===== src/rtl/saida_serial_a0_pkg.sv =====
// Shared definitions for the saida_serial_a0 serial transmitter.
// Holds the FSM state encoding and the frame bit-count constants.
// Optional feature macro: SAIDA_SERIAL_PARIDADE_EN (adds an even-parity bit).
package saida_serial_a0_pkg;

  // PARIDADE is reachable only when SAIDA_SERIAL_PARIDADE_EN is defined.
  typedef enum logic [2:0] {
    OCIOSO   = 3'd0,
    INICIO   = 3'd1,
    DADOS    = 3'd2,
    PARIDADE = 3'd3,
    PARADA   = 3'd4
  } estado_t;

  localparam int unsigned BITS_DADOS = 8;
  localparam logic [2:0]  ULTIMO_BIT = 3'(BITS_DADOS - 1);

`ifdef SAIDA_SERIAL_PARIDADE_EN
  localparam int unsigned BITS_QUADRO = 11;
`else
  localparam int unsigned BITS_QUADRO = 10;
`endif

endpackage


===== src/rtl/saida_serial_a0_if.sv =====
// Handshake/data bundle between a requester and saida_serial_a0.
//   Dadoa0    : byte to transmit (register a0)
//   Enviar    : transmit request
//   Ocupado   : frame in progress
//   Concluido : one-cycle frame-done pulse
//   Tx        : serial line, idles high
// master = requester side, slave = transmitter side.
interface saida_serial_a0_if;
  logic [7:0] Dadoa0;
  logic       Enviar;
  logic       Ocupado;
  logic       Concluido;
  logic       Tx;

  modport master (
    output Dadoa0,
    output Enviar,
    input  Ocupado,
    input  Concluido,
    input  Tx
  );

  modport slave (
    input  Dadoa0,
    input  Enviar,
    output Ocupado,
    output Concluido,
    output Tx
  );
endinterface


===== src/rtl/saida_serial_a0_gerador_tick.sv =====
// gerador_tick: bit-period counter for saida_serial_a0.
// Counts 0..CICLOS_POR_BIT-1; Tick is high on the last cycle of each period.
//   Clock     : system clock
//   Reset     : synchronous active-high reset
//   Reiniciar : reload the counter to 0 on the next edge
//   Tick      : last cycle of the current bit period
module gerador_tick #(
  parameter int unsigned CICLOS_POR_BIT = 16
) (
  input  logic Clock,
  input  logic Reset,
  input  logic Reiniciar,
  output logic Tick
);

  localparam int unsigned LARGURA = (CICLOS_POR_BIT > 1) ? $clog2(CICLOS_POR_BIT) : 1;
  localparam logic [LARGURA-1:0] ULTIMO = LARGURA'(CICLOS_POR_BIT - 1);

  logic [LARGURA-1:0] contagemQ, contagemD;

  assign Tick = (contagemQ == ULTIMO);

  always_comb begin
    contagemD = contagemQ + 1'b1;
    if (Reiniciar) begin
      contagemD = '0;
    end
  end

  always_ff @(posedge Clock) begin
    if (Reset) begin
      contagemQ <= '0;
    end else begin
      contagemQ <= contagemD;
    end
  end

endmodule


===== src/rtl/saida_serial_a0.sv =====
// saida_serial_a0: transmits register a0 as an asynchronous serial frame.
// Frame: start (0), 8 data bits LSB first, optional even parity, stop (1).
// Each bit lasts CICLOS_POR_BIT clocks. Define SAIDA_SERIAL_PARIDADE_EN to add
// the parity bit (11-bit frame); otherwise the frame is 10 bits.
//   Clock  : system clock
//   Reset  : synchronous active-high reset
//   serial : saida_serial_a0_if.slave (Dadoa0, Enviar in; Ocupado, Concluido, Tx out)
module saida_serial_a0
  import saida_serial_a0_pkg::*;
#(
  parameter int unsigned CICLOS_POR_BIT = 16
) (
  input  logic                  Clock,
  input  logic                  Reset,
  saida_serial_a0_if.slave      serial
);

  estado_t    estadoQ, estadoD;
  logic [2:0] indiceQ, indiceD;
  logic [7:0] deslocQ, deslocD;
  logic       txQ, txD;
  logic       ocupadoQ, ocupadoD;
  logic       concluidoQ, concluidoD;
  logic       tick;
  logic       reiniciar;
  logic       bitParidade;

`ifdef SAIDA_SERIAL_PARIDADE_EN
  logic       paridadeQ, paridadeD;
  assign bitParidade = paridadeQ;
`else
  assign bitParidade = 1'b1;
`endif

  // Held at zero while idle so the start bit gets a full period; the wrap on
  // each tick restarts the period at every bit/state change.
  assign reiniciar = (estadoQ == OCIOSO) || tick;

  gerador_tick #(
    .CICLOS_POR_BIT(CICLOS_POR_BIT)
  ) uTick (
    .Clock    (Clock),
    .Reset    (Reset),
    .Reiniciar(reiniciar),
    .Tick     (tick)
  );

  always_comb begin
    estadoD = estadoQ;
    indiceD = indiceQ;
    deslocD = deslocQ;
`ifdef SAIDA_SERIAL_PARIDADE_EN
    paridadeD = paridadeQ;
`endif
    case (estadoQ)
      OCIOSO: begin
        if (serial.Enviar) begin
          estadoD = INICIO;
          deslocD = serial.Dadoa0;
          indiceD = '0;
`ifdef SAIDA_SERIAL_PARIDADE_EN
          paridadeD = ^serial.Dadoa0;
`endif
        end
      end
      INICIO: begin
        if (tick) begin
          estadoD = DADOS;
          indiceD = '0;
        end
      end
      DADOS: begin
        if (tick) begin
          deslocD = deslocQ >> 1;
          indiceD = indiceQ + 3'd1;
          if (indiceQ == ULTIMO_BIT) begin
`ifdef SAIDA_SERIAL_PARIDADE_EN
            estadoD = PARIDADE;
`else
            estadoD = PARADA;
`endif
          end
        end
      end
      PARIDADE: begin
        if (tick) begin
          estadoD = PARADA;
        end
      end
      PARADA: begin
        if (tick) begin
          estadoD = OCIOSO;
        end
      end
      default: estadoD = OCIOSO;
    endcase

    // Outputs are registered from the next state so they line up with it.
    txD = 1'b1;
    case (estadoD)
      INICIO:   txD = 1'b0;
      DADOS:    txD = deslocD[0];
      PARIDADE: txD = bitParidade;
      default:  txD = 1'b1;
    endcase
    ocupadoD   = (estadoD != OCIOSO);
    concluidoD = (estadoQ == PARADA) && (estadoD == OCIOSO);
  end

  always_ff @(posedge Clock) begin
    if (Reset) begin
      estadoQ    <= OCIOSO;
      indiceQ    <= '0;
      deslocQ    <= '0;
      txQ        <= 1'b1;
      ocupadoQ   <= 1'b0;
      concluidoQ <= 1'b0;
`ifdef SAIDA_SERIAL_PARIDADE_EN
      paridadeQ  <= 1'b0;
`endif
    end else begin
      estadoQ    <= estadoD;
      indiceQ    <= indiceD;
      deslocQ    <= deslocD;
      txQ        <= txD;
      ocupadoQ   <= ocupadoD;
      concluidoQ <= concluidoD;
`ifdef SAIDA_SERIAL_PARIDADE_EN
      paridadeQ  <= paridadeD;
`endif
    end
  end

  assign serial.Tx        = txQ;
  assign serial.Ocupado   = ocupadoQ;
  assign serial.Concluido = concluidoQ;

endmodule


===== src/flat_wrapper.sv =====
// flat-port wrapper written by rule: the top's interface ports become plain ports
module saida_serial_a0_flat import saida_serial_a0_pkg::*;
#(
  parameter int unsigned CICLOS_POR_BIT = 16
)
  (Clock, Reset, serial_Dadoa0, serial_Enviar, serial_Ocupado, serial_Concluido, serial_Tx);
  saida_serial_a0_if serial_i ();
  input  logic Clock;
  input  logic Reset;
  input wire logic [$bits(serial_i.Dadoa0)-1:0] serial_Dadoa0;
  input wire logic [$bits(serial_i.Enviar)-1:0] serial_Enviar;
  output wire logic [$bits(serial_i.Ocupado)-1:0] serial_Ocupado;
  output wire logic [$bits(serial_i.Concluido)-1:0] serial_Concluido;
  output wire logic [$bits(serial_i.Tx)-1:0] serial_Tx;
  assign serial_i.Dadoa0 = serial_Dadoa0;
  assign serial_i.Enviar = serial_Enviar;
  assign serial_Ocupado = serial_i.Ocupado;
  assign serial_Concluido = serial_i.Concluido;
  assign serial_Tx = serial_i.Tx;
  saida_serial_a0 #(.CICLOS_POR_BIT(CICLOS_POR_BIT)) u_core (.Clock(Clock), .Reset(Reset), .serial(serial_i));
endmodule

===== config.mk =====
export PLATFORM = sky130hd
export DESIGN_NAME = saida_serial_a0_flat
export DESIGN_NICKNAME = d
export VERILOG_FILES = /design/src/rtl/saida_serial_a0_pkg.sv /design/src/rtl/saida_serial_a0_if.sv /design/src/rtl/saida_serial_a0_gerador_tick.sv /design/src/rtl/saida_serial_a0.sv /design/src/flat_wrapper.sv
export SDC_FILE = /design/constraint.sdc
export NUM_CORES = 1
export LEC_CHECK = 0
export BUFFER_PORTS_ARGS = -buffer_cell sky130_fd_sc_hd__buf_2
export CORE_MARGIN = 5
export CORE_UTILIZATION = 48
export DETAILED_ROUTE_END_ITERATION = 10
export MAX_ROUTING_LAYER = met4
export PLACE_DENSITY = 0.78
export SLEW_MARGIN = 20
export SYNTH_ARGS = -nofsm -noshare
export SYNTH_HDL_FRONTEND = slang
export SYNTH_SLANG_ARGS = --single-unit

===== constraint.sdc =====
create_clock -name Clock -period 1.7 [get_ports Clock]
set_clock_uncertainty 0.15 [all_clocks]
set_input_delay 0.085 -clock Clock [delete_from_list [all_inputs] [get_ports Clock]]
set_output_delay 0.085 -clock Clock [all_outputs]
set_load 0.005 [all_outputs]

==> impl_metrics.tcl, run 1 <==
set metrics [dict create \
    run_status "completed" \
    drive_above_1_share_pct 31.50 \
    coreArea_mm2 0.001922 \
    port_buffers 13 \
    cap_violations 0 \
    grt_pass1_wl_um 3381 \
    post_route_fraction_of_the_period_consumed_by_the_critical_path_pct 98.24 \
    rows 16 \
    maximum_number_of_pins_on_one_net_before_global_route_repair 21 \
    met3_length_um 96 \
    netlist_top_cells_area "dfxtp_1 45%, a21oi_1 7.4%, a22oi_1 5.6%" \
    end_kind "flip-flop" \
    drt_pre_antenna_iters 4 \
    number_of_buffers_inserted_by_post_cts_setup_repair 0 \
    drt-total-wl_um 2150 \
    worst_setup_path_start_kind "flip-flop" \
    grt.total_usage_pct 16.13 \
    setup_viol 0 \
    areaGrowthSynthToFinish_pct 29.05 \
    antenna_found_initial 0 \
    post_synthesis_cells 104 \
    chipHeight_um 54.34 \
    synthesis.area_um2 943.4 \
    final-max-slew-violation-count 0 \
    synth.lib_cells_used.distinct 30 \
    power_density_mw_per_mm2 724.6 \
    postSynthRegisterBits 21 \
    clock-root-buffer "clkbuf_4" \
    hp-class "in2reg" \
    final_cell_mix "14 x a21oi_1, 14 x dfxtp_1, 13 x buf_2" \
    top_layer "met4" \
    cts_buffers 3 \
    timing_worst_slew_pin_value_ns 0.4205 \
    die_x_um 54.34 \
    worst_skew_pair.late_latency_ns 0.30 \
    vias_in_the_first_global_route 774 \
    ir_drop_mv 0.4933 \
    stdcell_count 154 \
    detailedRoute.firstIterationViolations 25 \
    diodes 0 \
    fin_crit_ns 1.670 \
    synth_top_cell_by_area "dfxtp_1" \
    final_routed_wire_length_divided_by_cell_count_um 13.96 \
    synthesis.yosys.warnings 0 \
    synth.avg_cell_area_um2 9.071 \
    critPathSlowestCell "dfxtp_2" \
    clock_sinks 21 \
    final_net_count 142 \
    report.final.hold_viol_count 0 \
    detailroute.wirelength.met2_um 1119 \
    grt_setup_unrepaired "true" \
    critPathTopFamily "compound AO/OA/AOI/OAI gates" \
    crit_buf_inv 0 \
    synth_top_area_share_pct 44.56 \
    postSynthNetCount 118 \
    drt_drc_violations_left 0 \
    clock.fmax_ghz 0.5987 \
    critPathMostFrequentCell "ha_4" \
    p_leak_nw 0.4416 \
    critical_path.cell_chain "ha_4, ha_4, o2111a_2, o32ai_4, nor3_1, a31oi_1" \
    cts_max_path_buffers 2 \
    hold_fix_buffers_at_cts 9 \
    globalplace.congestion 0.7759 \
    slowest_delay_ns 0.36 \
    timing.critical_path.fanout_max 3 \
    p_total_mw 0.8821 \
    timing.max_slew.rel_slack_pct 71.90 \
    floorplan.initialDensity_pct 49.09 \
    seq_area_frac_synth_pct 44.56 \
    placed_cells 141 \
    pin_count 14 \
    route.vias.total 842 \
    dp_hpwl_um 1299 \
    clkSlewWorstSetupHoldPaths_ns 0.12 \
    grt-ovfl-total 0 \
    worst_ep_arrival_time_ns 1.75 \
    htree_num_levels 1 \
    met1_length_um 901 \
    ant_nets 0 \
    drt-vias-per-instance 5.468 \
    floorplan.die_area_mm2 0.002952 \
    setup.worst_path.class "reg2reg" \
    cp_data_required_time_ns 1.78 \
    tritoncts "built" \
]
==> state kept, by name, summed over array words and instances (netlist names) <==
register / flops
u_core.deslocQ: 8
u_core.estadoQ: 3
u_core.indiceQ: 3
u_core.serial.Concluido: 1
u_core.serial.Ocupado: 1
u_core.serial.Tx: 1
u_core.uTick.contagemQ: 4
==> worst register-to-register path, delay by kind of cell, from the launching register on <==
family / cells / cell delay, ns
AOI/OAI and AO/OA: 3 / 0.71
DFF: 1 / 0.36
and+or+nand+nor: 1 / 0.07
adders and majority gates: 2 / 0.31
==> area by class of cell <==
| class | instances | area, µm² |
|---|---|---|
| fillers | 158 | 704.4 |
| inverters | 3 | 11.26 |
| well taps | 27 | 33.78 |
| multi-input cells | 72 | 523.0 |
| clock inverters | 1 | 5.005 |
| repair buffers | 27 | 192.7 |
| clock buffers | 3 | 22.52 |
| flip-flops and latches | 21 | 429.2 |
==> synthesized netlist by cell type <==
library cell / count
xnor2_1: 1
or3b_2: 1
nand3_1: 5
nor3_1: 3
nor2b_1: 2
buf_6: 3
nand2_1: 9
or3_1: 3
buf_4: 1
a22oi_1: 7
a32o_1: 1
nand2b_1: 1
a31oi_1: 2
o2111a_1: 1
o21ai_0: 3
nor4b_2: 1
and3_4: 1
inv_1: 3
nor2_1: 7
buf_2: 1
ha_1: 3
xor2_1: 2
a21oi_1: 14
nor3b_2: 1
o32ai_1: 1
and2_4: 1
o31ai_1: 1
or3b_1: 1
clkbuf_1: 3
dfxtp_1: 21
==> metal layers <==
layer  track usage, %  vias up
met3            3.270        4
met5                -        -
met2            25.70       27
met1            19.30      396
met4            7.884        0
li1                 -      415
==> metrics by stage <==
| step | hold slack, ns | setup TNS [ns] | cell area [µm²] | worst slack (ns) | utilization [%] |
|---|---|---|---|---|---|
| 2_1_floorplan | 0.07097 | 0 | 945.9 | 0.004016 | - |
| 3_3_place_gp | 0.1774 | 0 | 1025 | 0.02854 | 53.32 |
| 3_5_place_dp | 0.2005 | -0.03923 | 1025 | -0.03923 | 53.32 |
| 4_1_cts | 0.001822 | 0 | 1150 | 0.006752 | 59.83 |
| 5_1_grt | -0.002955 | -0.04206 | 1217 | -0.03175 | 63.35 |
| 6_report | 0.005058 | 0 | 1217 | 0.02985 | 63.35 |
==> cell families after synthesis <==
group                      count (synthesis)  share of synthesized area, %
xor gates and xnor gates                   3                         2.786
adders and majority gates                  3                         3.979
DFF                                       21                         44.56
and+or+nand+nor                           36                         21.48
buffers and inverters                     11                         7.294
AOI/OAI and AO/OA                         30                         19.89
==> where the power goes <==
part / leakage, nW / switching, mW / total (mW) / internal, mW
combinational: 0.249 / 0.0556 / 0.117 / 0.0614
sequential: 0.175 / 0.0118 / 0.524 / 0.513
clock: 0.0177 / 0.153 / 0.241 / 0.0876
total: 0.442 / 0.221 / 0.882 / 0.662
==> repair_timing <==
action	in CTS	in global routing
endpoints found under the setup margin	2	11
cloned	0	0
hold endpoints to repair	9	1
resized for setup	1	16
pin swaps	0	4
==> path summary, 6_finish.rpt <==
path,start,end,slack (ns),cells past startpoint
worst max-delay path,u_core.indiceQ[1],u_core.serial.Tx,0.03,6
worst min-delay path,Reset,u_core.serial.Concluido,0.005,2
worst max register to register,u_core.indiceQ[1],u_core.serial.Tx,0.03,6
worst min register to register,u_core.uTick.contagemQ[0],u_core.uTick.contagemQ[0],0.30,1
(Power assumes the default switching activity.)
==> run 2: changes to the inputs <==
--- a/config.mk
+++ b/config.mk
@@ -5,12 +5,14 @@
 export SDC_FILE = /design/constraint.sdc
 export NUM_CORES = 1
 export LEC_CHECK = 0
+export ABC_AREA = 1
 export BUFFER_PORTS_ARGS = -buffer_cell sky130_fd_sc_hd__buf_2
 export CORE_MARGIN = 5
-export CORE_UTILIZATION = 48
+export CORE_UTILIZATION = 50
+export CTS_BUF_LIST = sky130_fd_sc_hd__clkbuf_8
 export DETAILED_ROUTE_END_ITERATION = 10
 export MAX_ROUTING_LAYER = met4
-export PLACE_DENSITY = 0.78
+export PLACE_DENSITY = 0.79
 export SLEW_MARGIN = 20
 export SYNTH_ARGS = -nofsm -noshare
 export SYNTH_HDL_FRONTEND = slang
==> run 2 against run 1 <==
Net effect: non-clock buffer count is 13 lower; sequential cell count stayed put; highest routed layer unchanged; largest power group unchanged; global-route usage down 0.054 points; first-iteration DRC count up 12%.
==> impl_metrics.tcl, run 2 <==
set metrics [dict create \
    final-max-slew-violation-count 0 \
    grt.met2_usage_pct 27.26 \
    post_synthesis_cells 157 \
    drt_drc_violations_left 0 \
    diodes 0 \
    route.vias.total 1006 \
    grt_util_met3_pct 2.262 \
    synth_enable_flop_cells 0 \
    floorplan.initialDensity_pct 51.68 \
    ant_nets 0 \
    clock_sinks 21 \
    final_net_count 187 \
    synth_top_family_by_area "simple AND/OR/NAND/NOR gates" \
    yosysMostFrequentCell "nand2_1" \
    cts_buffers 3 \
    synth.avg_cell_area_um2 7.212 \
    seq_area_frac_synth_pct 37.13 \
    stdcell_count 200 \
    setup.worst_path.class "reg2reg" \
    asyncSetResetFlopFracSynth_pct 0 \
    rows 17 \
    r2r_end "u_core.serial.Concluido" \
    final_cell_mix "42 x nand2_1, 21 x dfxtp_1, 19 x nor2_1" \
    vias_in_the_first_global_route 1021 \
    clkSlewWorstSetupHoldPaths_ns 0.07 \
    most_flops_register "u_core.deslocQ" \
    synth_top_area_share_pct 37.13 \
    synth_mux_area_share_pct 0 \
    synthesis.area_mm2 0.001132 \
    worstHoldStart "Reset" \
    synth_xor_xnor_area_share_pct 0.7735 \
    multi_input_comb_area_um2 621.8 \
    worst_setup_path_start_kind "flip-flop" \
    slowest_delay_ns 0.36 \
    drt-vias-per-instance 5.030 \
    end_kind "flip-flop" \
    power_density_mw_per_mm2 768.7 \
    run_status "completed" \
    synth-adder-area-share_pct 3.315 \
    worst_ep_arrival_time_ns 1.55 \
    clock-root-buffer "clkbuf_8" \
    detailedRoute.firstIterationViolations 28 \
    cap_violations 0 \
    drt-total-wl_um 2323 \
    worst-r2r-cell-count 7 \
    cp_data_required_time_ns 1.72 \
    synth_simple_gate_area_share_pct 40.00 \
    timing.critical_path.fanout_max 8 \
    holdPathStages 2 \
    final_routed_wire_length_divided_by_cell_count_um 11.62 \
    report.final.hold_viol_count 0 \
    grt-ovfl-total 0 \
    htree_num_levels 1 \
    hp-class "in2reg" \
    timing.max_slew.rel_slack_pct 75.42 \
    grt_setup_unrepaired "false" \
    p_leak_nw 0.5956 \
    drive_above_1_share_pct 22.67 \
    setup_viol 0 \
    final.fill_count 206 \
    timing.reg2reg.setup_slack_ns 0.17 \
    grt_use_met1_pct 18.32 \
    critPathSlowestCell "dfxtp_1" \
    reg.largest.list "u_core.deslocQ (8), u_core.uTick.contagemQ (4)" \
    fin_crit_ns 1.526 \
    clock.fmax_ghz 0.6552 \
    cts_max_path_buffers 2 \
    ir_drop_mv 0.5900 \
    timing_worst_slew_pin_value_ns 0.3682 \
    globalplace.congestion 0.8370 \
    dp_hpwl_um 1696 \
    placed_cells 195 \
    grt_pass1_wl_um 4133 \
    synth.lib_cells_used.distinct 26 \
    largest_register_ffs 8 \
    synth_flop_cell "dfxtp_1" \
    hold_end "u_core.estadoQ[1]" \
    floorplan.die_area_mm2 0.003317 \
    detailedPlace.worstSlack_ns 0.1753 \
    tritoncts "built" \
    synth_top_cell_by_area "dfxtp_1" \
    drt_pre_antenna_iters 4 \
    synthesis.yosys.warnings 0 \
    postSynthRegisterBits 21 \
    layout_commonest_cell "nand2_1" \
    coreArea_mm2 0.002191 \
    regArea_um2 420.4 \
    r2r_start "u_core.uTick.contagemQ[0]" \
    compound_cell_area_share_of_the_yosys_netlist_pct 10.61 \
    maximum_number_of_pins_on_one_net_before_global_route_repair 15 \
    synth.top_cells.by_count "42 x nand2_1, 21 x dfxtp_1, 19 x nor2_1" \
    areaGrowthSynthToFinish_pct 11.93 \
    postSynthNetCount 171 \
    grt.total_usage_pct 16.08 \
    finalSetupTns_ns 0 \
    die_x_um 57.59 \
    port_buffers 13 \
    grt_most_used_layer "met2" \
    pin_count 14 \
    critical_path.startpoint "u_core.uTick.contagemQ[0]" \
    antenna_found_initial 0 \
    netlist_top_cells_area "dfxtp_1 37%, nand2_1 14%, nor2_1 6.3%" \
    worst_skew_pair.late_latency_ns 0.25 \
    critical_path.cell_chain "ha_2, nand3_4, nand2_1, nand2_1, nand2_2, nand2_2, nor3_1" \
    chipHeight_um 57.59 \
    post_route_fraction_of_the_period_consumed_by_the_critical_path_pct 89.78 \
    finalWorstSetupSlack_ns 0.1738 \
]
-- run 2: cell types whose count changed in the layout (fill, tap and decap cells not counted), sizes merged, moves of 3 or more --
cell and change:
nand2 +40, nor2 +17, inv +16, dlygate4sd3 -8, a22oi -7, nand3 +6
buf -5, a21oi +4, nand4 +4, or3 -3
-- run 2: cells by family (layout without fill, tap and decap cells) --
family	count (synthesis)	in the layout
AOI/OAI and AO/OA	21	21
xor gates and xnor gates	1	1
adders and majority gates	3	3
buffers and inverters	21	36
DFF	21	21
and+or+nand+nor	90	90
-- run 2: what timing repair did --
action,CTS,global route
setup buffers,0,0
endpoints found under the setup margin,0,1
hold endpoints to repair,1,0
hold buffers,1,0
gates resized for setup,0,1
-- run 2: worst max-delay path by stage --
stage / end / slack [ns] / cells past startpoint
floorplan: u_core.serial.Ocupado / 0.31 / 8
global placement: u_core.deslocQ[6] / 0.22 / 6
detailed placement: u_core.deslocQ[6] / 0.18 / 6
CTS: u_core.serial.Concluido / 0.12 / 7
global route: u_core.serial.Concluido / 0.01 / 8
finish: u_core.serial.Concluido / 0.17 / 7
-- run 2: where the power goes --
| group | switching [mW] | internal, mW |
|---|---|---|
| sequential | 0.0155 | 0.514 |
| clock | 0.153 | 0.161 |
| combinational | 0.0809 | 0.0503 |
| total | 0.249 | 0.725 |
-- run 2: per-stage QoR --
stage	cell area, µm²	hold WS [ns]	utilization, %	power (mW)
after floorplan	1132	0.004066	-	0.6339
after global placement	1210	0.2061	55.23	0.6642
after detailed placement	1210	0.2063	55.23	0.6692
after CTS	1265	0.03416	57.74	0.9805
after global routing	1267	0.05811	57.85	1.022
final	1267	0.03255	57.85	0.9743
-- run 2: cell type report --
cell class,instances,area share (%)
Multi-Input combinational cell,115,49.06
Inverter,18,5.528
Sequential cell,21,33.17
Timing Repair Buffer,14,5.923
Clock inverter,1,0.2961
Clock buffer,3,3.258
Tap cell,28,2.764
-- run 2: routing by layer --
layer | share of wire [%] | vias up
li1 | - | 528
met1 | 44 | 440
met2 | 48 | 34
met3 | 6.2 | 4
met4 | 1.6 | 0
met5 | 0 | -
-- run 2: worst max-delay path: cells and delay by family, from the launching register on --
family | cells | cell delay, ns
flops | 1 | 0.36
fa+ha+maj | 1 | 0.25
simple gates | 6 | 0.68
